==> src/rtl/display_file_bus_arbiter_pkg.sv <==
// Shared types, widths and the arbitration rule for the display file bus arbiter.
package display_bus_pkg;

    localparam int DEFAULT_BURST_LEN = 4;
    localparam int ADDR_W            = 22;
    localparam int DATA_W            = 16;

    typedef enum logic [1:0] {
        IDLE    = 2'd0,
        REQUEST = 2'd1,
        BURST   = 2'd2
    } arb_state_t;

    // Returns the index of the requester that gets the next grant.
    // Under contention, round-robin hands the bus to whoever did not win last;
    // fixed priority always favours requester 0.
    function automatic logic rr_pick(input logic req0,
                                     input logic req1,
                                     input logic last_grant,
                                     input logic round_robin);
        logic win;
        if (req0 && req1) begin
            win = round_robin ? ~last_grant : 1'b0;
        end else begin
            win = req1;
        end
        return win;
    endfunction

endpackage

==> src/rtl/display_file_bus_arbiter_if.sv <==
// Bundle of the decoder-side and memory-side handshake signals around the arbiter.
// The master view belongs to the arbiter (it masters the memory request port);
// the slave view is the surrounding decoders plus memory controller.
// mem_din is broadcast straight from memory to both decoders and never passes the arbiter.
interface display_file_bus_arbiter_if;
    import display_bus_pkg::*;

    logic [ADDR_W-1:0] req0_address;
    logic              req0_as;
    logic              req0_bus_ack;
    logic              req0_burstdata_valid;
    logic [ADDR_W-1:0] req1_address;
    logic              req1_as;
    logic              req1_bus_ack;
    logic              req1_burstdata_valid;
    logic [ADDR_W-1:0] mem_address;
    logic              mem_as;
    logic              mem_ack;
    logic              mem_burstdata_valid;
    logic [DATA_W-1:0] mem_din;
    logic              owner;
    logic              busy;

    modport master (
        input  req0_address, req0_as, req1_address, req1_as,
               mem_ack, mem_burstdata_valid,
        output req0_bus_ack, req0_burstdata_valid,
               req1_bus_ack, req1_burstdata_valid,
               mem_address, mem_as, owner, busy
    );

    modport slave (
        output req0_address, req0_as, req1_address, req1_as,
               mem_ack, mem_burstdata_valid, mem_din,
        input  req0_bus_ack, req0_burstdata_valid,
               req1_bus_ack, req1_burstdata_valid,
               mem_address, mem_as, owner, busy
    );

endinterface

==> src/rtl/display_file_bus_arbiter.sv <==
// Shares one video-memory burst port between the two display file decoders.
//
//  state   | meaning
//  --------+-------------------------------------------------------------
//  IDLE    | no grant outstanding; picks a winner when any request is up
//  REQUEST | mem_as held with the winner's address, waiting for mem_ack
//  BURST   | request accepted; steering beats to the owner until the last
module display_file_bus_arbiter
    import display_bus_pkg::*;
#(
    parameter int BURST_LEN   = DEFAULT_BURST_LEN,
    parameter bit ROUND_ROBIN = 1'b1
) (
    input  logic                         clk,
    input  logic                         reset_n,
    display_file_bus_arbiter_if.master   bus
);

    localparam int               CNT_W     = $clog2(BURST_LEN) + 1;
    localparam logic [CNT_W-1:0] LAST_BEAT = CNT_W'(BURST_LEN - 1);

    arb_state_t        state_q;
    logic              mem_as_q;
    logic [ADDR_W-1:0] mem_address_q;
    logic              owner_q;
    logic              last_grant_q;
    logic [CNT_W-1:0]  beat_cnt_q;

    logic win;
    logic owner_req;
    logic ack_phase;
    logic beat_phase;

    assign win       = rr_pick(bus.req0_as, bus.req1_as, last_grant_q, ROUND_ROBIN);
    assign owner_req = owner_q ? bus.req1_as : bus.req0_as;

    // A beat coinciding with mem_ack is the first beat of the burst, so steering
    // is open both in BURST and on the accepting REQUEST cycle.
    assign ack_phase  = (state_q == REQUEST) && bus.mem_ack;
    assign beat_phase = ((state_q == BURST) || ack_phase) && bus.mem_burstdata_valid;

    assign bus.req0_bus_ack         = ack_phase  && !owner_q;
    assign bus.req1_bus_ack         = ack_phase  &&  owner_q;
    assign bus.req0_burstdata_valid = beat_phase && !owner_q;
    assign bus.req1_burstdata_valid = beat_phase &&  owner_q;
    assign bus.mem_as               = mem_as_q;
    assign bus.mem_address          = mem_address_q;
    assign bus.owner                = owner_q;
    assign bus.busy                 = (state_q != IDLE);

    // Arbitration FSM with its registered memory request, owner and beat counter.
    always_ff @(posedge clk or negedge reset_n) begin
        if (!reset_n) begin
            state_q       <= IDLE;
            mem_as_q      <= 1'b0;
            mem_address_q <= '0;
            owner_q       <= 1'b0;
            last_grant_q  <= 1'b1;
            beat_cnt_q    <= '0;
        end else begin
            unique case (state_q)
                IDLE: begin
                    if (bus.req0_as || bus.req1_as) begin
                        owner_q       <= win;
                        mem_address_q <= win ? bus.req1_address : bus.req0_address;
                        mem_as_q      <= 1'b1;
                        state_q       <= REQUEST;
                    end
                end
                REQUEST: begin
                    if (bus.mem_ack) begin
                        mem_as_q     <= 1'b0;
                        last_grant_q <= owner_q;
                        if (bus.mem_burstdata_valid && (LAST_BEAT == '0)) begin
                            beat_cnt_q <= '0;
                            state_q    <= IDLE;
                        end else begin
                            beat_cnt_q <= {{(CNT_W-1){1'b0}}, bus.mem_burstdata_valid};
                            state_q    <= BURST;
                        end
                    end else if (!owner_req) begin
                        // Decoder withdrew (reload) before memory accepted: the grant
                        // is abandoned and does not count for round-robin fairness.
                        mem_as_q <= 1'b0;
                        state_q  <= IDLE;
                    end
                end
                BURST: begin
                    if (bus.mem_burstdata_valid) begin
                        if (beat_cnt_q == LAST_BEAT) begin
                            beat_cnt_q <= '0;
                            state_q    <= IDLE;
                        end else begin
                            beat_cnt_q <= beat_cnt_q + 1'b1;
                        end
                    end
                end
                default: begin
                    state_q  <= IDLE;
                    mem_as_q <= 1'b0;
                end
            endcase
        end
    end

endmodule

==> src/flat_wrapper.sv <==
// flat-port wrapper written by rule: the top's interface ports become plain ports
module display_file_bus_arbiter_flat import display_bus_pkg::*;
#(
    parameter int BURST_LEN   = DEFAULT_BURST_LEN,
    parameter bit ROUND_ROBIN = 1'b1
)
  (clk, reset_n, bus_req0_address, bus_req0_as, bus_req1_address, bus_req1_as, bus_mem_ack, bus_mem_burstdata_valid, bus_req0_bus_ack, bus_req0_burstdata_valid, bus_req1_bus_ack, bus_req1_burstdata_valid, bus_mem_address, bus_mem_as, bus_owner, bus_busy);
  display_file_bus_arbiter_if bus_i ();
  input  logic clk;
  input  logic reset_n;
  input wire logic [$bits(bus_i.req0_address)-1:0] bus_req0_address;
  input wire logic [$bits(bus_i.req0_as)-1:0] bus_req0_as;
  input wire logic [$bits(bus_i.req1_address)-1:0] bus_req1_address;
  input wire logic [$bits(bus_i.req1_as)-1:0] bus_req1_as;
  input wire logic [$bits(bus_i.mem_ack)-1:0] bus_mem_ack;
  input wire logic [$bits(bus_i.mem_burstdata_valid)-1:0] bus_mem_burstdata_valid;
  output wire logic [$bits(bus_i.req0_bus_ack)-1:0] bus_req0_bus_ack;
  output wire logic [$bits(bus_i.req0_burstdata_valid)-1:0] bus_req0_burstdata_valid;
  output wire logic [$bits(bus_i.req1_bus_ack)-1:0] bus_req1_bus_ack;
  output wire logic [$bits(bus_i.req1_burstdata_valid)-1:0] bus_req1_burstdata_valid;
  output wire logic [$bits(bus_i.mem_address)-1:0] bus_mem_address;
  output wire logic [$bits(bus_i.mem_as)-1:0] bus_mem_as;
  output wire logic [$bits(bus_i.owner)-1:0] bus_owner;
  output wire logic [$bits(bus_i.busy)-1:0] bus_busy;
  assign bus_i.req0_address = bus_req0_address;
  assign bus_i.req0_as = bus_req0_as;
  assign bus_i.req1_address = bus_req1_address;
  assign bus_i.req1_as = bus_req1_as;
  assign bus_i.mem_ack = bus_mem_ack;
  assign bus_i.mem_burstdata_valid = bus_mem_burstdata_valid;
  assign bus_req0_bus_ack = bus_i.req0_bus_ack;
  assign bus_req0_burstdata_valid = bus_i.req0_burstdata_valid;
  assign bus_req1_bus_ack = bus_i.req1_bus_ack;
  assign bus_req1_burstdata_valid = bus_i.req1_burstdata_valid;
  assign bus_mem_address = bus_i.mem_address;
  assign bus_mem_as = bus_i.mem_as;
  assign bus_owner = bus_i.owner;
  assign bus_busy = bus_i.busy;
  display_file_bus_arbiter #(.BURST_LEN(BURST_LEN), .ROUND_ROBIN(ROUND_ROBIN)) u_core (.clk(clk), .reset_n(reset_n), .bus(bus_i));
endmodule
==> config.mk <==
export PLATFORM = sky130hd
export DESIGN_NAME = display_file_bus_arbiter_flat
export DESIGN_NICKNAME = d
export VERILOG_FILES = /design/src/rtl/display_file_bus_arbiter_pkg.sv /design/src/rtl/display_file_bus_arbiter_if.sv /design/src/rtl/display_file_bus_arbiter.sv /design/src/flat_wrapper.sv
export SDC_FILE = /design/constraint.sdc
export NUM_CORES = 1
export LEC_CHECK = 0
export ABC_AREA = 1
export CAP_MARGIN = 20
export CORE_MARGIN = 3
export CORE_UTILIZATION = 41
export CTS_CLUSTER_DIAMETER = 200
export DETAILED_ROUTE_END_ITERATION = 8
export PLACE_DENSITY = 0.81
export SYNTH_ARGS = -nofsm -noshare
export SYNTH_HDL_FRONTEND = slang
export SYNTH_SLANG_ARGS = --single-unit
==> constraint.sdc <==
create_clock -name clk -period 1.9 [get_ports clk]
set_clock_uncertainty 0.2 [all_clocks]
set_input_delay 0.19 -clock clk [delete_from_list [all_inputs] [get_ports clk]]
set_output_delay 0.19 -clock clk [all_outputs]
set_load 0.03 [all_outputs]
==> impl_metrics.env, run 1 <==
export IMPL_first_pass_grt_wire_length_um=7465
export IMPL_die_width_um=69.04
export IMPL_warning_count_from_the_yosys_run=0
export IMPL_antenna_cells_inserted=0
export IMPL_io_pins=79
export IMPL_post_dp_hpwl_um=3139
export IMPL_setup_cp_type="reg -> out"
export IMPL_cts_reportedPaths_clkPinSlew_ns=0.06
export IMPL_p_leak_nw=1.285
export IMPL_yosysTopAreaCell="sky130_fd_sc_hd__dfrtp_1"
export IMPL_min_period_ns=1.789
export IMPL_synth_area_um2=1629
export IMPL_worst_path_largest_cell_delay_ns=0.70
export IMPL_synth_ff_latch_count=30
export IMPL_report_final_hold_viol_count=0
export IMPL_worst_skew_pair_late_latency_ns=0.28
export IMPL_hold_buffers=0
export IMPL_final_area_um2=2496
export IMPL_gpl_final_weighted_congestion=0.7871
export IMPL_avgSynthCellArea_um2=7.176
export IMPL_dr_pass1_iterations=4
export IMPL_post_layout_nonfiller_instances=354
export IMPL_clock_sink_count=30
export IMPL_synth_top_family_by_area="simple AND/OR/NAND/NOR gates"
export IMPL_routed_wire_length_per_instance_um=12.13
export IMPL_cts_buffers_inserted=5
export IMPL_cts_htree_levels=2
export IMPL_critical_path_n_buffers_inverters=1
export IMPL_critPathSlowestCell="sky130_fd_sc_hd__clkdlybuf4s50_1"
export IMPL_cp_required_ns=1.51
export IMPL_layout_drive_gt1_share_pct=7.190
export IMPL_timing_critical_path_fanout_max=6
export IMPL_synth_compound_area_share_pct=1.382
export IMPL_layout_common_cells="sky130_fd_sc_hd__nand2_1, sky130_fd_sc_hd__clkdlybuf4s50_1, sky130_fd_sc_hd__dfrtp_1"
export IMPL_synth_area_leaders="sky130_fd_sc_hd__dfrtp_1, sky130_fd_sc_hd__nand2_1, sky130_fd_sc_hd__nand3_1"
export IMPL_postCtsSetupRepairBufs=0
export IMPL_max_vdd_ir_drop_uv=1026
export IMPL_drv_cap=0
export IMPL_tritoncts="yes"
export IMPL_die_area_um2=4766
export IMPL_power_share_sequential_pct=30.6
export IMPL_power_density_nw_per_um2=1490
export IMPL_mostFrequentLayoutCell="sky130_fd_sc_hd__nand2_1"
export IMPL_remaining_drc_errors=0
export IMPL_cts_path_max_buffers=2
export IMPL_relative_contribution_of_combinational_cells_to_total_power_pct=56.9
export IMPL_core_outline_area_um2=3744
export IMPL_fin_setup_tns_ns=0
export IMPL_timing_final_crit_share_pct=94.17
export IMPL_totalPowerFinal_mw=3.720
export IMPL_grt_start_max_net_pins=31
export IMPL_max_slew_margin_pct=74.83
export IMPL_fillers=343
export IMPL_wirelength_um=4293
export IMPL_finalSetupViolCount=0
export IMPL_placed_cell_area_um2=2421
export IMPL_cpLargestDelayFamily="buffers and inverters"
export IMPL_yosys_mux_area_fraction_pct=0
export IMPL_hold_class="in -> async"
export IMPL_overflow=0
export IMPL_netlist_area_leader_share_pct=44.55
export IMPL_place_port_buffers=78
export IMPL_cp_startpoint="u_core.bus.owner"
export IMPL_dr_first_iter_drc_count=94
export IMPL_clock_power_share_pct=12.5
export IMPL_synthesis_instances=227
export IMPL_worstMarginPinSlew_ns=0.3775
export IMPL_grtUsageTotal_pct=19.30
export IMPL_dpl_cell_count=347
export IMPL_vias_in_the_first_global_route=1556
export IMPL_drv_slew=0
export IMPL_synth_area_in_simple_gates_pct=44.47
export IMPL_die_height_um=69.04
export IMPL_yosys_cell_types_count=19
export IMPL_final_setup_worst_slack_ns=0.1107
export IMPL_synth_xor_area_share_pct=0
export IMPL_synth_nets=278
export IMPL_grt_antenna_before_repair=0
export IMPL_power_internal_mw=2.018
export IMPL_p_switching_mw=1.702
export IMPL_synth_yosys_seq_area_share_pct=46.16
export IMPL_startpoint_type="register"
export IMPL_worstReg2RegStart="u_core.state_q[0]"
export IMPL_routed_via_density=4.607
export IMPL_final_util_pct=66.68
export IMPL_floorplan_initialDensity_pct=43.52
export IMPL_crit_path_cell_trace="clkdlybuf4s50_1"
export IMPL_hold_worst_slack_ns=0.1032
export IMPL_grt_setup_unrepaired="no"
export IMPL_worst_endpoint_arrival_ns=1.40
export IMPL_clk_root_buffer_cell="sky130_fd_sc_hd__clkbuf_8"
export IMPL_outcome="complete, no violations"
export IMPL_place_worst_setup_slack_ns=0.02077
export IMPL_area_delta_synth_final_pct=53.23
export IMPL_max_clock_freq_ghz=0.5589
export IMPL_floorplan_rows=22
export IMPL_synth_adder_area_share_pct=0.7680
export IMPL_end_kind="primary output"
export IMPL_final_antenna_net_count=0
export IMPL_power_switching_share_pct=45.75
export IMPL_total_vias_in_the_final_route=1631
export IMPL_finalNetCount=357
power groups by stage:
stage,sequential [mW],clock [mW],combinational [mW]
floorplan,1.59,0,0.892
global placement,1.15,0,2.10
detailed placement,1.13,0,2.15
CTS,1.14,0.481,2.14
global route,1.18,0.510,2.31
finish,1.14,0.464,2.12
what timing repair did:
item / in CTS / in global routing
hold endpoints to repair: 0 / 0
resized for setup: 1 / 0
endpoints found under the setup margin: 1 / 0
cell type report:
class	instances	area [µm²]	area share [%]
Clock buffer	7	76.32	3.058
Tap cell	48	60.06	2.406
Sequential cell	30	752.0	30.13
Inverter	7	28.78	1.153
Multi-Input combinational cell	179	759.5	30.43
Timing Repair Buffer	83	819.5	32.83
logic make-up after synthesis:
logic type,Yosys count
AOI/OAI and AO/OA,4
adders and majority gates,1
buffers and inverters,18
DFF,30
and+or+nand+nor,174
Yosys cell counts:
master and number:
sky130_fd_sc_hd__buf_2 5, sky130_fd_sc_hd__nor2_8 1, sky130_fd_sc_hd__nor2_1 9, sky130_fd_sc_hd__inv_2 1, sky130_fd_sc_hd__o21bai_1 1, sky130_fd_sc_hd__buf_4 1
sky130_fd_sc_hd__inv_1 5, sky130_fd_sc_hd__nand2_4 1, sky130_fd_sc_hd__buf_6 5, sky130_fd_sc_hd__o21ai_0 3, sky130_fd_sc_hd__nand3_1 25, sky130_fd_sc_hd__nand2_1 134
sky130_fd_sc_hd__dfrtp_1 29, sky130_fd_sc_hd__nand2_2 2, sky130_fd_sc_hd__ha_1 1, sky130_fd_sc_hd__inv_4 1, sky130_fd_sc_hd__nand3b_1 1, sky130_fd_sc_hd__dfstp_2 1
sky130_fd_sc_hd__nor2_4 1
worst paths after layout:
check	endpoint	slack (ns)	cells after the start
hold / removal	u_core.beat_cnt_q[2]	0.10	2
hold reg to reg	u_core.bus.mem_address[2]	0.28	2
setup reg to reg	u_core.bus.owner	0.31	6
min in group clk	u_core.bus.mem_address[2]	0.28	2
setup / recovery	bus_owner	0.11	1
max in group asynchronous	u_core.last_grant_q	1.09	2
registers in the layout (all words and copies together) (netlist names):
signal                  cells
u_core.last_grant_q         1
u_core.bus.mem_address     22
u_core.state_q              2
u_core.bus.owner            1
u_core.beat_cnt_q           3
u_core.bus.mem_as           1
routing by layer:
metal	part of all wire (%)	track usage, %	up-vias
met5	0	0	-
met4	0.77	4.772	0
met3	7.7	8.017	5
met2	44	28.28	54
met1	47	26.41	716
li1	-	-	856
Power figures use the tool's default switching activity.
==> run 2: changes to the inputs <==
CORE_ASPECT_RATIO = 0.75   (was not set)
GPL_ROUTABILITY_DRIVEN = 0   (was not set)
==> run 2 against run 1 <==
Against the previous run:
- hold slack got worse by 0.092 ns
- routed wire length increased by 0.70%
- die area increased by 0.16%
- largest cell class unchanged
- sequential share of layout area decreased by 0.18 points
- clock power increased by 11%
- register-to-register slack about the same
- sequential power about the same
- via count increased by 0.61%
==> impl_metrics.env, run 2 (synthesis gave the netlist of run 1 again) <==
export IMPL_mostFrequentLayoutCell="sky130_fd_sc_hd__nand2_1"
export IMPL_hold_buffers=0
export IMPL_die_area_um2=4774
export IMPL_outcome="complete, no violations"
export IMPL_startpoint_type="register"
export IMPL_clk_root_buffer_cell="sky130_fd_sc_hd__clkbuf_8"
export IMPL_remaining_drc_errors=0
export IMPL_hold_class="in -> async"
export IMPL_worstMarginPinSlew_ns=0.4152
export IMPL_post_layout_nonfiller_instances=360
export IMPL_timing_critical_path_fanout_max=6
export IMPL_clock_power_share_pct=13.8
export IMPL_vias_in_the_first_global_route=1510
export IMPL_finalSetupViolCount=0
export IMPL_worstSetupPathDepth=1
export IMPL_postCtsResizedCells=1
export IMPL_cts_htree_levels=2
export IMPL_grtUsageTotal_pct=19.17
export IMPL_area_delta_synth_final_pct=54.15
export IMPL_report_final_hold_viol_count=0
export IMPL_relative_contribution_of_combinational_cells_to_total_power_pct=56.2
export IMPL_grt_setup_unrepaired="no"
export IMPL_tritoncts="yes"
export IMPL_power_switching_share_pct=45.26
export IMPL_total_vias_in_the_final_route=1641
export IMPL_place_port_buffers=78
export IMPL_drv_slew=0
export IMPL_floorplan_rows=19
export IMPL_grt_antenna_before_repair=0
export IMPL_largest_register_ffs=22
export IMPL_p_leak_nw=1.295
export IMPL_wirelength_um=4323
export IMPL_timing_rr_end="u_core.bus.owner"
export IMPL_cts_buffers_inserted=5
export IMPL_p_switching_mw=1.700
export IMPL_antenna_cells_inserted=0
export IMPL_layout_common_cells="sky130_fd_sc_hd__nand2_1, sky130_fd_sc_hd__clkdlybuf4s50_1, sky130_fd_sc_hd__dfrtp_1"
export IMPL_floorplan_initialDensity_pct=43.65
export IMPL_post_dp_hpwl_um=3191
export IMPL_drv_cap=0
export IMPL_overflow=0
export IMPL_power_internal_mw=2.057
export IMPL_worst_endpoint_arrival_ns=1.42
export IMPL_max_clock_freq_ghz=0.5516
export IMPL_end_kind="primary output"
export IMPL_final_antenna_net_count=0
export IMPL_io_pins=79
export IMPL_worst_path_largest_cell_delay_ns=0.71
export IMPL_dpl_cell_count=352
export IMPL_min_period_ns=1.813
export IMPL_dr_first_iter_drc_count=75
export IMPL_postCtsSetupRepairBufs=0
export IMPL_depth_of_the_worst_register_to_register_path=6
export IMPL_cpLargestDelayFamily="buffers and inverters"
export IMPL_layout_drive_gt1_share_pct=8.117
export IMPL_grt_start_max_net_pins=27
export IMPL_setup_cp_type="reg -> out"
export IMPL_timing_final_crit_share_pct=95.42
export IMPL_routed_wire_length_per_instance_um=12.01
export IMPL_die_height_um=60.59
export IMPL_first_pass_grt_wire_length_um=6962
export IMPL_dr_pass1_iterations=4
export IMPL_max_slew_margin_pct=72.23
export IMPL_core_outline_area_um2=3732
export IMPL_die_width_um=78.79
export IMPL_crit_path_cell_trace="clkdlybuf4s50_1"
export IMPL_worst_skew_pair_late_latency_ns=0.28
export IMPL_cp_required_ns=1.51
export IMPL_fin_setup_tns_ns=0
export IMPL_critPathSlowestCell="sky130_fd_sc_hd__clkdlybuf4s50_1"
export IMPL_power_density_nw_per_um2=1496
export IMPL_finalNetCount=358
export IMPL_clock_sink_count=30
export IMPL_power_share_sequential_pct=30.0
export IMPL_cts_path_max_buffers=2
export IMPL_fillers=331
export IMPL_max_vdd_ir_drop_uv=828.4
export IMPL_cts_reportedPaths_clkPinSlew_ns=0.06
export IMPL_critical_path_n_buffers_inverters=1
export IMPL_worstReg2RegStart="u_core.state_q[0]"
export IMPL_routed_via_density=4.558
export IMPL_worst_r2r_setup_slack_ns=0.32
-- run 2: changes by cell type in the layout (fill, tap and decap cells not counted) --
cell | before | now
sky130_fd_sc_hd__buf_12 | 1 | 0
sky130_fd_sc_hd__buf_4 | 8 | 10
sky130_fd_sc_hd__clkbuf_1 | 2 | 1
sky130_fd_sc_hd__clkbuf_8 | 5 | 6
sky130_fd_sc_hd__clkinv_2 | 0 | 1
-- run 2: routing by layer --
layer | part of all wire, % | vias up | track usage (%)
li1 | - | 856 | -
met1 | 47 | 721 | 25.73
met4 | 1.5 | 0 | 7.481
met2 | 44 | 56 | 29.02
met5 | 0 | - | 0
met3 | 8.0 | 8 | 6.528
-- run 2: area by class of cell --
| cell class | instances | area [µm²] | area share (%) |
|---|---|---|---|
| Sequential cell | 30 | 752.0 | 29.95 |
| Clock buffer | 7 | 86.33 | 3.438 |
| Timing Repair Buffer | 84 | 814.5 | 32.44 |
| Clock inverter | 1 | 5.005 | 0.1993 |
| Tap cell | 52 | 65.06 | 2.591 |
| Multi-Input combinational cell | 179 | 759.5 | 30.24 |
| Inverter | 7 | 28.78 | 1.146 |
-- run 2: worst max-delay path by stage --
stage | from | end | slack [ns]
4_1_cts | u_core.bus.owner | bus_owner | 0.07
3_3_place_gp | bus_req1_as | u_core.bus.mem_address[2] | 0.03
5_1_grt | u_core.bus.owner | bus_owner | 0.04
2_1_floorplan | u_core.state_q[1] | bus_req0_burstdata_valid | 0.35
3_5_place_dp | bus_req1_as | u_core.bus.mem_address[20] | 0.02
6_report | u_core.bus.owner | bus_owner | 0.09
-- run 2: through the flow --
stage	util, %	setup WS, ns	power (mW)	cell area, µm²	hold slack, ns
after floorplan	-	0.3454	2.477	1629	-0.3056
after global placement	64.87	0.03107	3.238	2421	0.2618
after detailed placement	64.87	0.02064	3.272	2421	0.2687
after CTS	67.28	0.07053	3.801	2511	0.01334
after global routing	67.28	0.03578	4.044	2511	0.02925
final	67.28	0.08701	3.757	2511	0.01152
-- run 2: power by group through the flow --
| stage | Sequential [mW] | Clock (mW) | Combinational (mW) |
|---|---|---|---|
| 3_3_place_gp | 1.14 | 0 | 2.10 |
| 5_1_grt | 1.17 | 0.554 | 2.32 |
| 6_report | 1.13 | 0.517 | 2.11 |
| 3_5_place_dp | 1.13 | 0 | 2.14 |
| 4_1_cts | 1.13 | 0.532 | 2.14 |
| 2_1_floorplan | 1.59 | 0 | 0.892 |
